$ cat src/rtl/tiny16_pkg.sv
// tiny16_pkg: shared definitions for the tiny16 control sequencer.
//   - opcode values, sequencer state encoding, in-bus source encodings,
//     branch condition encodings and instruction field bit positions.
//   - op_defined(): true for every opcode the core implements.
//   - br_taken():   evaluates a BR condition code against the ALU flags.
package tiny16_pkg;

  // Opcodes, instruction bits [15:12]
  localparam logic [3:0] OP_NOP  = 4'h0;
  localparam logic [3:0] OP_MOV  = 4'h1;
  localparam logic [3:0] OP_LDI  = 4'h2;
  localparam logic [3:0] OP_LD   = 4'h3;
  localparam logic [3:0] OP_ST   = 4'h4;
  localparam logic [3:0] OP_ALU  = 4'h5;
  localparam logic [3:0] OP_JMP  = 4'h6;
  localparam logic [3:0] OP_BR   = 4'h7;
  localparam logic [3:0] OP_HALT = 4'hF;

  // Sequencer states
  typedef enum logic [2:0] {
    ST_BOOT   = 3'd0,
    ST_FETCH  = 3'd1,
    ST_DECODE = 3'd2,
    ST_EXEC   = 3'd3,
    ST_MEM    = 3'd4,
    ST_HALT   = 3'd5
  } state_t;

  // Register in-bus source select
  localparam logic [1:0] IN_ALU = 2'd0;
  localparam logic [1:0] IN_MEM = 2'd1;
  localparam logic [1:0] IN_IMM = 2'd2;
  localparam logic [1:0] IN_IR  = 2'd3;

  // BR condition codes, instruction bits [9:8]
  localparam logic [1:0] BR_ALWAYS = 2'd0;
  localparam logic [1:0] BR_Z      = 2'd1;
  localparam logic [1:0] BR_NZ     = 2'd2;
  localparam logic [1:0] BR_N      = 2'd3;

  // Field LSB positions within the instruction word
  localparam int OP_LSB   = 12;
  localparam int DST_LSB  = 9;
  localparam int SRC_LSB  = 6;
  localparam int FUNC_LSB = 0;
  localparam int COND_LSB = 8;

  function automatic logic op_defined(input logic [3:0] op);
    return (op <= OP_BR) || (op == OP_HALT);
  endfunction

  function automatic logic br_taken(input logic [1:0] cond, input logic z, input logic n);
    logic taken;
    case (cond)
      BR_ALWAYS: taken = 1'b1;
      BR_Z:      taken = z;
      BR_NZ:     taken = !z;
      default:   taken = n;
    endcase
    return taken;
  endfunction

endpackage

$ cat src/rtl/control_sequencer_if.sv
// control_sequencer_if: memory handshake and register-file control bundle.
//   master (sequencer): receives instr/mem_ack/flag_z/flag_n, drives
//     mem_rd_req/mem_wr_req/addr_sel, src_sel/dst_sel/in_sel/alu_op,
//     in_en/pc_en/jp_en/br_en/out_en, ir, halted, illegal.
//   slave (memory + datapath side): the opposite directions.
interface control_sequencer_if #(
  parameter int DATA_W = 16,
  parameter int SEL_W  = 3
);
  logic [DATA_W-1:0] instr;
  logic              mem_ack;
  logic              flag_z;
  logic              flag_n;
  logic              mem_rd_req;
  logic              mem_wr_req;
  logic              addr_sel;
  logic [SEL_W-1:0]  src_sel;
  logic [SEL_W-1:0]  dst_sel;
  logic [1:0]        in_sel;
  logic [2:0]        alu_op;
  logic              in_en;
  logic              pc_en;
  logic              jp_en;
  logic              br_en;
  logic              out_en;
  logic [DATA_W-1:0] ir;
  logic              halted;
  logic              illegal;

  modport master (
    input  instr, mem_ack, flag_z, flag_n,
    output mem_rd_req, mem_wr_req, addr_sel, src_sel, dst_sel, in_sel, alu_op,
           in_en, pc_en, jp_en, br_en, out_en, ir, halted, illegal
  );

  modport slave (
    output instr, mem_ack, flag_z, flag_n,
    input  mem_rd_req, mem_wr_req, addr_sel, src_sel, dst_sel, in_sel, alu_op,
           in_en, pc_en, jp_en, br_en, out_en, ir, halted, illegal
  );
endinterface

$ cat src/rtl/control_sequencer_instr_decode.sv
// instr_decode: purely combinational map from sequencer state, IR fields,
// ALU flags and mem_ack to every control output of the sequencer.
//   in : state, opcode, dst_f, src_f, func_f, cond_f, flag_z, flag_n, mem_ack
//   out: memory request/address select, register selects, in_sel, alu_op,
//        the four mutually exclusive enables, out_en, halted, illegal.
// BOOT (and therefore the reset period) falls through to the all-zero defaults.
module instr_decode
  import tiny16_pkg::*;
#(
  parameter int SEL_W = 3
) (
  input  state_t           state,
  input  logic [3:0]       opcode,
  input  logic [SEL_W-1:0] dst_f,
  input  logic [SEL_W-1:0] src_f,
  input  logic [2:0]       func_f,
  input  logic [1:0]       cond_f,
  input  logic             flag_z,
  input  logic             flag_n,
  input  logic             mem_ack,
  output logic             mem_rd_req,
  output logic             mem_wr_req,
  output logic             addr_sel,
  output logic [SEL_W-1:0] src_sel,
  output logic [SEL_W-1:0] dst_sel,
  output logic [1:0]       in_sel,
  output logic [2:0]       alu_op,
  output logic             in_en,
  output logic             pc_en,
  output logic             jp_en,
  output logic             br_en,
  output logic             out_en,
  output logic             halted,
  output logic             illegal
);

  always_comb begin
    mem_rd_req = 1'b0;
    mem_wr_req = 1'b0;
    addr_sel   = 1'b0;
    src_sel    = '0;
    dst_sel    = '0;
    in_sel     = IN_ALU;
    alu_op     = 3'd0;
    in_en      = 1'b0;
    pc_en      = 1'b0;
    jp_en      = 1'b0;
    br_en      = 1'b0;
    out_en     = 1'b0;
    halted     = 1'b0;
    illegal    = 1'b0;

    case (state)
      // addr_sel=0 and src_sel=0 point the memory address at the PC (r0)
      ST_FETCH: mem_rd_req = 1'b1;

      ST_DECODE: pc_en = 1'b1;

      ST_EXEC: begin
        src_sel = src_f;
        dst_sel = dst_f;
        case (opcode)
          // MOV goes through the ALU with function 0 (pass src)
          OP_MOV: in_en = 1'b1;
          OP_LDI: begin
            in_sel = IN_IMM;
            in_en  = 1'b1;
          end
          OP_ALU: begin
            alu_op = func_f;
            in_en  = 1'b1;
          end
          OP_JMP: begin
            in_sel = IN_IR;
            jp_en  = 1'b1;
          end
          OP_BR: begin
            in_sel = IN_IR;
            br_en  = br_taken(cond_f, flag_z, flag_n);
          end
          default: illegal = !op_defined(opcode);
        endcase
      end

      // Only LD and ST ever reach MEM
      ST_MEM: begin
        src_sel  = src_f;
        dst_sel  = dst_f;
        addr_sel = 1'b1;
        if (opcode == OP_LD) begin
          mem_rd_req = 1'b1;
          in_sel     = IN_MEM;
          in_en      = mem_ack; // write lands on the acknowledge edge
        end else begin
          mem_wr_req = 1'b1;
          out_en     = 1'b1;
        end
      end

      ST_HALT: halted = 1'b1;

      default: ;
    endcase
  end

endmodule

$ cat src/rtl/control_sequencer.sv
// control_sequencer: multi-cycle fetch/decode/execute sequencer for tiny16.
//   clk  : system clock, rising edge
//   rst  : asynchronous active-high reset (state BOOT, IR cleared)
//   bus  : control_sequencer_if.master -- memory request/acknowledge,
//          instruction word, ALU flags in; register-file controls, IR,
//          halted and illegal out.
// The FSM and IR live here; all outputs come from instr_decode, so every
// output follows the state register and drops as soon as rst rises.
module control_sequencer
  import tiny16_pkg::*;
#(
  parameter int DATA_W          = 16,
  parameter int SEL_W           = 3,
  parameter bit HALT_ON_ILLEGAL = 1'b0
) (
  input logic                 clk,
  input logic                 rst,
  control_sequencer_if.master bus
);

  state_t            state_reg, state_next;
  logic [DATA_W-1:0] ir_reg, ir_next;

  logic [3:0]        opcode;
  logic [SEL_W-1:0]  dst_f;
  logic [SEL_W-1:0]  src_f;
  logic [2:0]        func_f;
  logic [1:0]        cond_f;

  assign opcode = ir_reg[OP_LSB +: 4];
  assign dst_f  = ir_reg[DST_LSB +: SEL_W];
  assign src_f  = ir_reg[SRC_LSB +: SEL_W];
  assign func_f = ir_reg[FUNC_LSB +: 3];
  assign cond_f = ir_reg[COND_LSB +: 2];

  always_ff @(posedge clk or posedge rst) begin
    if (rst) begin
      state_reg <= ST_BOOT;
      ir_reg    <= '0;
    end else begin
      state_reg <= state_next;
      ir_reg    <= ir_next;
    end
  end

  always_comb begin
    state_next = state_reg;
    ir_next    = ir_reg;
    case (state_reg)
      ST_BOOT: state_next = ST_FETCH;
      ST_FETCH: begin
        // IR only ever loads on the fetch acknowledge edge
        if (bus.mem_ack) begin
          state_next = ST_DECODE;
          ir_next    = bus.instr;
        end
      end
      ST_DECODE: state_next = ST_EXEC;
      ST_EXEC: begin
        if (opcode == OP_LD || opcode == OP_ST)
          state_next = ST_MEM;
        else if (opcode == OP_HALT || (HALT_ON_ILLEGAL && !op_defined(opcode)))
          state_next = ST_HALT;
        else
          state_next = ST_FETCH;
      end
      ST_MEM: if (bus.mem_ack) state_next = ST_FETCH;
      ST_HALT: state_next = ST_HALT;
      default: state_next = ST_BOOT;
    endcase
  end

  assign bus.ir = ir_reg;

  instr_decode #(
    .SEL_W (SEL_W)
  ) u_decode (
    .state      (state_reg),
    .opcode     (opcode),
    .dst_f      (dst_f),
    .src_f      (src_f),
    .func_f     (func_f),
    .cond_f     (cond_f),
    .flag_z     (bus.flag_z),
    .flag_n     (bus.flag_n),
    .mem_ack    (bus.mem_ack),
    .mem_rd_req (bus.mem_rd_req),
    .mem_wr_req (bus.mem_wr_req),
    .addr_sel   (bus.addr_sel),
    .src_sel    (bus.src_sel),
    .dst_sel    (bus.dst_sel),
    .in_sel     (bus.in_sel),
    .alu_op     (bus.alu_op),
    .in_en      (bus.in_en),
    .pc_en      (bus.pc_en),
    .jp_en      (bus.jp_en),
    .br_en      (bus.br_en),
    .out_en     (bus.out_en),
    .halted     (bus.halted),
    .illegal    (bus.illegal)
  );

endmodule
$ cat src/flat_wrapper.sv
// flat-port wrapper written by rule: the top's interface ports become plain ports
module control_sequencer_flat import tiny16_pkg::*;
#(
  parameter int DATA_W          = 16,
  parameter int SEL_W           = 3,
  parameter bit HALT_ON_ILLEGAL = 1'b0
)
  (clk, rst, bus_instr, bus_mem_ack, bus_flag_z, bus_flag_n, bus_mem_rd_req, bus_mem_wr_req, bus_addr_sel, bus_src_sel, bus_dst_sel, bus_in_sel, bus_alu_op, bus_in_en, bus_pc_en, bus_jp_en, bus_br_en, bus_out_en, bus_ir, bus_halted, bus_illegal);
  control_sequencer_if #(.DATA_W(DATA_W), .SEL_W(SEL_W)) bus_i ();
  input logic clk;
  input logic rst;
  input wire logic [$bits(bus_i.instr)-1:0] bus_instr;
  input wire logic [$bits(bus_i.mem_ack)-1:0] bus_mem_ack;
  input wire logic [$bits(bus_i.flag_z)-1:0] bus_flag_z;
  input wire logic [$bits(bus_i.flag_n)-1:0] bus_flag_n;
  output wire logic [$bits(bus_i.mem_rd_req)-1:0] bus_mem_rd_req;
  output wire logic [$bits(bus_i.mem_wr_req)-1:0] bus_mem_wr_req;
  output wire logic [$bits(bus_i.addr_sel)-1:0] bus_addr_sel;
  output wire logic [$bits(bus_i.src_sel)-1:0] bus_src_sel;
  output wire logic [$bits(bus_i.dst_sel)-1:0] bus_dst_sel;
  output wire logic [$bits(bus_i.in_sel)-1:0] bus_in_sel;
  output wire logic [$bits(bus_i.alu_op)-1:0] bus_alu_op;
  output wire logic [$bits(bus_i.in_en)-1:0] bus_in_en;
  output wire logic [$bits(bus_i.pc_en)-1:0] bus_pc_en;
  output wire logic [$bits(bus_i.jp_en)-1:0] bus_jp_en;
  output wire logic [$bits(bus_i.br_en)-1:0] bus_br_en;
  output wire logic [$bits(bus_i.out_en)-1:0] bus_out_en;
  output wire logic [$bits(bus_i.ir)-1:0] bus_ir;
  output wire logic [$bits(bus_i.halted)-1:0] bus_halted;
  output wire logic [$bits(bus_i.illegal)-1:0] bus_illegal;
  assign bus_i.instr = bus_instr;
  assign bus_i.mem_ack = bus_mem_ack;
  assign bus_i.flag_z = bus_flag_z;
  assign bus_i.flag_n = bus_flag_n;
  assign bus_mem_rd_req = bus_i.mem_rd_req;
  assign bus_mem_wr_req = bus_i.mem_wr_req;
  assign bus_addr_sel = bus_i.addr_sel;
  assign bus_src_sel = bus_i.src_sel;
  assign bus_dst_sel = bus_i.dst_sel;
  assign bus_in_sel = bus_i.in_sel;
  assign bus_alu_op = bus_i.alu_op;
  assign bus_in_en = bus_i.in_en;
  assign bus_pc_en = bus_i.pc_en;
  assign bus_jp_en = bus_i.jp_en;
  assign bus_br_en = bus_i.br_en;
  assign bus_out_en = bus_i.out_en;
  assign bus_ir = bus_i.ir;
  assign bus_halted = bus_i.halted;
  assign bus_illegal = bus_i.illegal;
  control_sequencer #(.DATA_W(DATA_W), .SEL_W(SEL_W), .HALT_ON_ILLEGAL(HALT_ON_ILLEGAL)) u_core (.clk(clk), .rst(rst), .bus(bus_i));
endmodule
$ cat config.mk
export PLATFORM = sky130hd
export DESIGN_NAME = control_sequencer_flat
export DESIGN_NICKNAME = d
export VERILOG_FILES = /design/src/rtl/tiny16_pkg.sv /design/src/rtl/control_sequencer_if.sv /design/src/rtl/control_sequencer_instr_decode.sv /design/src/rtl/control_sequencer.sv /design/src/flat_wrapper.sv
export SDC_FILE = /design/constraint.sdc
export NUM_CORES = 1
export LEC_CHECK = 0
export ABC_CLOCK_PERIOD_IN_PS = 1610
export CAP_MARGIN = 20
export CORE_ASPECT_RATIO = 1.25
export CORE_MARGIN = 2
export CORE_UTILIZATION = 39
export DETAILED_ROUTE_END_ITERATION = 8
export GPL_TIMING_DRIVEN = 0
export PLACE_DENSITY = 0.79
export SKIP_LAST_GASP = 1
export SLEW_MARGIN = 20
export SYNTH_ARGS = -nofsm -noshare
export SYNTH_HDL_FRONTEND = slang
export SYNTH_HIERARCHICAL = 1
export SYNTH_SLANG_ARGS = --single-unit
$ cat constraint.sdc
create_clock -name clk -period 1.61 [get_ports clk]
set_input_delay 0.2415 -clock clk [delete_from_list [all_inputs] [get_ports clk]]
set_output_delay 0.2415 -clock clk [all_outputs]
set_load 0.01 [all_outputs]
==> impl_metrics.yaml <==
worst_setup_path:
  crit_path_max_fanout: 3
  max_stage_delay_ps: 430
  arrival_ps: 1650
  crit_path_end_kind: "output port"
  start_kind: "register"
  cp_slowest_cell: "dfrtp_2"
  required_ps: 1370
  crit_buf_inv: 1
  path_cells: "or3b_4 -> o2bb2a_4 -> nor3b_2 -> buf_2"
  path_class: "reg2out"
  crit_family: "simple AND/OR/NAND/NOR gates"
route:
  routed_via_density: 5.124
  antenna_left: 0
  drt-total-wl_um: 3688
  drt-pass1-iter-count: 4
  route.detailed.drc: 0
  vias: 1117
  initialDrtViolationCount: 26
  wl_per_cell_um: 16.92
clocking:
  hold_buffers: 0
  clock_sinks: 19
  cts_made_buffers: 3
  clock_path_buffers: 2
  cts.clk_slew.worst_paths_ps: 110
  cts-htree-levels: 1
  cts_root_buffer: "clkbuf_4"
  cts_tree: "done"
  clk-insertion-delay-late_ps: 290
sta:
  setup_slack_ps: -284.2
  relSlewSlack_pct: 51.08
  finalCritPeriodShare_pct: 117.7
  worst_clock_skew_ps: 7.831
  report.final.slew_viol_count: 0
  hold_ws_ps: 359.1
  hold_viol_final: 0
  rsz0062_at_grt: "true"
  period_needed_ps: 1894
  tightest_slew_ps: 733.0
  setup_viol: 32
  fmax_mhz: 527.9
place:
  portBuffers: 57
  gp_congestion: 0.7634
  dp_hpwl_um: 2042
  placed_cells: 188
cells_and_area:
  area.growth.synth_to_final_pct: 82.15
  largest_reg_flops: 16
  seq_area_sq_um: 484.2
  layout.cells.non_filler: 218
  nets: 206
  multi_input_area_sq_um: 701.9
  fillerInstances: 183
  layout-drive-gt1-share_pct: 52.72
  diodes: 0
synth:
  async_reset_ff_share_pct: 100.0
  yosysSeqAreaShare_pct: 42.13
  yosysMostFrequentCell: "dfrtp_1"
  yosys-top-cells-count: "dfrtp_1, mux2_2, and2_1, mux2_4"
  yosys.cell_types.count: 32
  syn_nets: 118
  ys_warn_count: 6
  ys.flop_type: "dfrtp_1"
  yosysTopAreaCell: "dfrtp_1"
  synth_cells: 97
  synth.avg_cell_area_sq_um: 11.63
  ys_ff_latch: 19
  yosys-top-cells-area: "dfrtp_1, mux2_4, mux2_2, and2_1, and3b_1"
  synth_area_sq_mm: 0.001129
  synth_edf_count: 0
  synth_top_area_share_pct: 42.13
worst_hold_path:
  hp-class: "in2async"
global_route:
  grt_max_degree: 20
  grt_first_pass_wirelength_um: 5568
  grt_antenna_before_repair: 0
  grt_usage_pct: 22.51
  first_global_vias: 1144
  gr-total-overflow: 0
pwr:
  power_density_mw_per_mm2: 1787
  leakage_nw: 0.9833
  ir_drop_mv: 1.092
status:
  violations: "negative setup slack"
  status: "finished with violations"
floorplan:
  start_util_pct: 41.70
  die_y_um: 64.15
  core_sq_mm: 0.002706
  io_pins: 58
  die_width_um: 52.12
  num_rows: 21
  die-area_sq_mm: 0.003343
run:
  cap_viol_max_count: 0
## worst reg2reg max path, delay by kind of cell, from the launching register on
family	cells	cell delay [ps]
buffers and inverters	5	630
and+or+nand+nor	1	270
DFF	1	430
muxes	1	290
## repair_timing
action / CTS / global route
buffers inserted: 26 / 4
endpoints found under the setup margin: 31 / 39
pin swaps: 9 / 5
resized for setup: 114 / 22
cloned: 1 / 0
## worst paths after layout
| path | start | to | slack, ps | cells after the start |
|---|---|---|---|---|
| worst min register to register | u_core/bus.ir[3] | u_core/bus.ir[3] | 530 | 1 |
| worst min-delay path | rst | u_core/bus.ir[3] | 360 | 2 |
| min in group clk | u_core/bus.ir[3] | u_core/bus.ir[3] | 530 | 1 |
| worst max register to register | u_core/state_reg[1] | u_core/bus.ir[10] | -110 | 7 |
| max in group asynchronous | rst | u_core/state_reg[2] | 740 | 2 |
| worst max-delay path | u_core/state_reg[1] | bus_in_sel[0] | -280 | 4 |
## stage by stage
stage          power [mW]  setup TNS [ps]  utilization (%)  worst slack (ps)  instance area, sq um
2_1_floorplan       1.905               0                -             66.72                  1129
3_3_place_gp        2.714          -10430            64.36            -459.8                  1742
3_5_place_dp        2.757          -10930            64.36            -486.3                  1742
4_1_cts             3.507           -4815            73.93            -263.3                  2001
5_1_grt             3.872           -6098            75.96            -331.5                  2056
6_report            3.674           -4184            75.96            -284.2                  2056
## layer usage
layer	global-route usage [%]	up-vias	routed length, um	part of all wire (%)
met4	6.908	0	64	1.7
li1	-	522	-	-
met5	0	-	0	0
met3	4.206	8	183	5.0
met1	26.42	546	1403	38
met2	40.19	41	2036	55
## final cells by class
type | instances | area share, %
Buffer | 3 | 1.887
Clock buffer | 3 | 1.096
Clock inverter | 1 | 0.2435
Inverter | 3 | 0.6695
Multi-Input combinational cell | 72 | 34.14
Sequential cell | 19 | 23.55
Tap cell | 34 | 2.069
Timing Repair Buffer | 83 | 36.34
## report_power, final
group	internal [mW]	switching, mW	leakage [nW]	total [mW]
combinational	1.52	1.00	0.748	2.52
clock	0.0923	0.147	0.0177	0.239
sequential	0.724	0.192	0.217	0.916
## placed cells by master, fill, tap and decap left out, types with 2 or more instances in the layout
cell | netlist | layout
nor3b_2 | 1 | 3
inv_1 | 2 | 2
buf_2 | 0 | 17
o21ai_0 | 4 | 4
dfrtp_1 | 19 | 12
mux2_4 | 7 | 15
nand2_1 | 5 | 4
buf_6 | 0 | 15
nor3b_1 | 4 | 2
dfrtp_2 | 0 | 7
and3_1 | 5 | 5
buf_12 | 1 | 3
clkbuf_4 | 0 | 3
and2_1 | 7 | 5
buf_4 | 2 | 15
dlygate4sd2_1 | 0 | 3
or2b_1 | 2 | 2
and3b_1 | 4 | 3
clkdlybuf4s50_1 | 0 | 32
and2_4 | 0 | 2
nand2b_1 | 3 | 2
nand3b_1 | 3 | 3
and4bb_2 | 2 | 2
## cells by family after synthesis
kind of cell | count (synthesis) | synth area share (%)
xor+xnor | 1 | 0.7762
mux | 16 | 18.18
flops | 19 | 42.13
buf+inv | 6 | 4.102
compound gates | 11 | 7.096
simple gates | 44 | 27.72
No activity file was read; power rests on OpenSTA's default activity.
==> edit: new RTL, same flow settings <==
`HALT_ON_ILLEGAL` is set to 1'b0 in 2 places; all go to 1'b1.
--- a/src/rtl/control_sequencer.sv
+++ b/src/rtl/control_sequencer.sv
@@ -12,5 +12,5 @@
   parameter int DATA_W          = 16,
   parameter int SEL_W           = 3,
-  parameter bit HALT_ON_ILLEGAL = 1'b0
+  parameter bit HALT_ON_ILLEGAL = 1'b1
 ) (
   input logic                 clk,
--- a/src/flat_wrapper.sv
+++ b/src/flat_wrapper.sv
@@ -4,5 +4,5 @@
   parameter int DATA_W          = 16,
   parameter int SEL_W           = 3,
-  parameter bit HALT_ON_ILLEGAL = 1'b0
+  parameter bit HALT_ON_ILLEGAL = 1'b1
 )
   (clk, rst, bus_instr, bus_mem_ack, bus_flag_z, bus_flag_n, bus_mem_rd_req, bus_mem_wr_req, bus_addr_sel, bus_src_sel, bus_dst_sel, bus_in_sel, bus_alu_op, bus_in_en, bus_pc_en, bus_jp_en, bus_br_en, bus_out_en, bus_ir, bus_halted, bus_illegal);
Check against the original RTL: not equivalent (a bounded check fails within 10 cycles, from zero or initial values and one cycle with rst high).
==> edit against the unedited design <==
The run still ends with negative setup slack left. Global-route usage decreased by 3.3 points. Core utilization decreased by 5.8 points. Register-to-register slack improved by 0.03 ns. Final cell count decreased by 3.7%. Non-clock buffer count decreased by 5. Sequential cell count unchanged. Worst hold slack improved by 0.0065 ns. Wire length decreased by 11%. Die area decreased by 1.2%. Cell area decreased by 7.7%. Synthesized area decreased by 1.3%. Total power decreased by 8.5%. Setup slack got worse by 0.0033 ns. Critical endpoint unchanged. Largest power group unchanged.
==> edit: results (changes against the unedited design) <==
- Sequential-to-total area share from yosys stat: 0.427 (+0.00568)
- Post-Syn Nets: 115 (-2.5%)
- Worst Hold Class: in2async
- Final HPWL DP: 2.04 mm (about the same)
- Vias: 1069 (-4.3%)
- Final setup margin: -0.288 ns (-0.00331 ns)
- Warnings from Yosys: 6 (unchanged)
- # port buffers: 57 (unchanged)
- H-tree depth: 1 (unchanged)
- VDD IR max: 0.999 mV (-8.6%)
- Setup crit end: bus_in_sel[0]
- DRT Wirelength: 3.28 mm (-11%)
- CP Max Fanout: 4 (+1)
- Pre-Repair DR Iteration Count: 4 (unchanged)
- R2R depth: 6 (-1)
- Max clock buf depth: 2 (unchanged)
- Relative slew slack: 0.506 (-0.00520)
- Fraction of registers with async set/reset: 1.00 (unchanged)
- Initial antenna violation count: 0 (unchanged)
- Area after DPL: 1730 um2 (-0.86%)
- Fin nets: 198 (-3.9%)
- Top post-synthesis cells by count: dfrtp_1 (19), mux2_4 (9), and2_1 (7), mux2_2 (7), nand2_1 (5)
- Post-synthesis cell type count: 33 (+3.1%)
- # setup viols final: 30 (-6.3%)
- Ranking of synthesized cells by area: dfrtp_1 (43%), mux2_4 (12%), mux2_2 (7.1%)
- P_leak: 0.896 nW (-8.9%)
- Final GP Congestion: 0.766 (+0.31%)
- Number of global-route vias before repair: 1002 (-12%)
- Failing checks: negative setup slack
- Largest net degree at the start of global routing: 20 (unchanged)
- Number of flip-flops in the largest register: 16 (unchanged)
- Status: finished, violations left
- Root Driver: clkbuf_4
- First-pass GRT wire length: 4.85 mm (-13%)
- Flop2flop setup slack: -0.08 ns (+0.03 ns)
- Clk_skew: 0.00328 ns (-0.00455 ns)
- Final Max Tran Viols: 0 (unchanged)
- ANT cells: 0 (unchanged)
- RR Endpoint: u_core/bus.ir[13]
- Pre-CTS WS: -0.472 ns (+0.0143 ns)
- CP startpoint: u_core/state_reg[0]
- # fillers: 200 (+9.3%)
- Worst skew pair latency: 0.29 ns (about the same)
- Num CTS Buffers: 3 (unchanged)
- Layout cell share with drive strength beyond 1: 0.500 (-0.0272)
- Switching power: 0.00123 W (-8.2%)
- Arr. time, crit path: 1.66 ns
- Crit Reg-Reg Startpoint: u_core/state_reg[1]
- DRT iter0 DRCs: 15 (-42%)
- Clock Pin Slew Worst Setup and Hold Paths: 0.11 ns (about the same)
- All-Layer GR Usage: 0.192 (-0.0333)
## edit: kinds of logic after synthesis
| group | count (synthesis) | synth area share |
|---|---|---|
| AND/OR/NAND/NOR | 39 | 0.243 |
| flip-flops | 19 | 0.427 |
| multiplexers | 17 | 0.201 |
| AO/OA/AOI/OAI | 13 | 0.0843 |
| buffers and inverters | 6 | 0.0449 |
## edit: power groups by stage
stage / logic [W] / clock network (W) / registers, W
CTS: 0.00208 / 0.000252 / 0.000911
finish: 0.00221 / 0.000240 / 0.000915
detailed placement: 0.00176 / 0 / 0.00106
global placement: 0.00173 / 0 / 0.00104
floorplan: 0.000872 / 0 / 0.00108
global route: 0.00235 / 0.000277 / 0.000948
## edit: critical path, stage by stage (launching register included)
cell and delay [ns]:
dfrtp_2 0.44, or3b_4 0.42, o2bb2a_4 0.21, nor3b_2 0.14
buf_2 0.15
## edit: stage by stage
stage          hold slack [ns]  power, W  utilization  TNS, ns  cells
4_1_cts                  0.392   0.00324        0.674    -4.70    205
6_report                 0.366   0.00336        0.701    -4.73    210
3_3_place_gp             0.493   0.00277        0.638    -7.37    185
5_1_grt                  0.414   0.00358        0.701    -6.66    210
2_1_floorplan            0.193   0.00195            -        0     94
3_5_place_dp             0.499   0.00282        0.638    -7.83    185
## edit: worst min-delay path by stage
stage	endpoint	start	cells past startpoint	slack [ns]
floorplan	u_core/bus.ir[0]	rst	1	0.19
detailed placement	u_core/bus.ir[4]	u_core/bus.ir[4]	1	0.50
CTS	u_core/bus.ir[9]	rst	2	0.39
global route	u_core/bus.ir[0]	rst	2	0.41
finish	u_core/bus.ir[9]	rst	2	0.37
global placement	u_core/bus.ir[5]	u_core/bus.ir[5]	1	0.49
## edit: area by class of cell
type                       count  share of cell area
buffer                         3              0.0204
clock buffer                   4              0.0138
inverter                       3             0.00725
multi-input combinational     69               0.328
sequential                    19               0.255
tap                           34              0.0224
timing repair buffer          78               0.353
## edit: repair_timing
action                     CTS  global route
cloned                       0             2
pin swaps                    5             4
resized for setup          103             8
buffers inserted            16             3
setup endpoints to repair   25            31
## edit: layer usage
| layer | wire length [um] | vias to the layer above | GRT usage | part of all wire |
|---|---|---|---|---|
| li1 | - | 503 | - | - |
| met1 | 1250 | 530 | 0.241 | 0.38 |
| met2 | 1860 | 34 | 0.341 | 0.57 |
| met3 | 153 | 2 | 0.0234 | 0.047 |
| met4 | 14 | 0 | 0.0493 | 0.0043 |
| met5 | 0 | - | 0 | 0 |
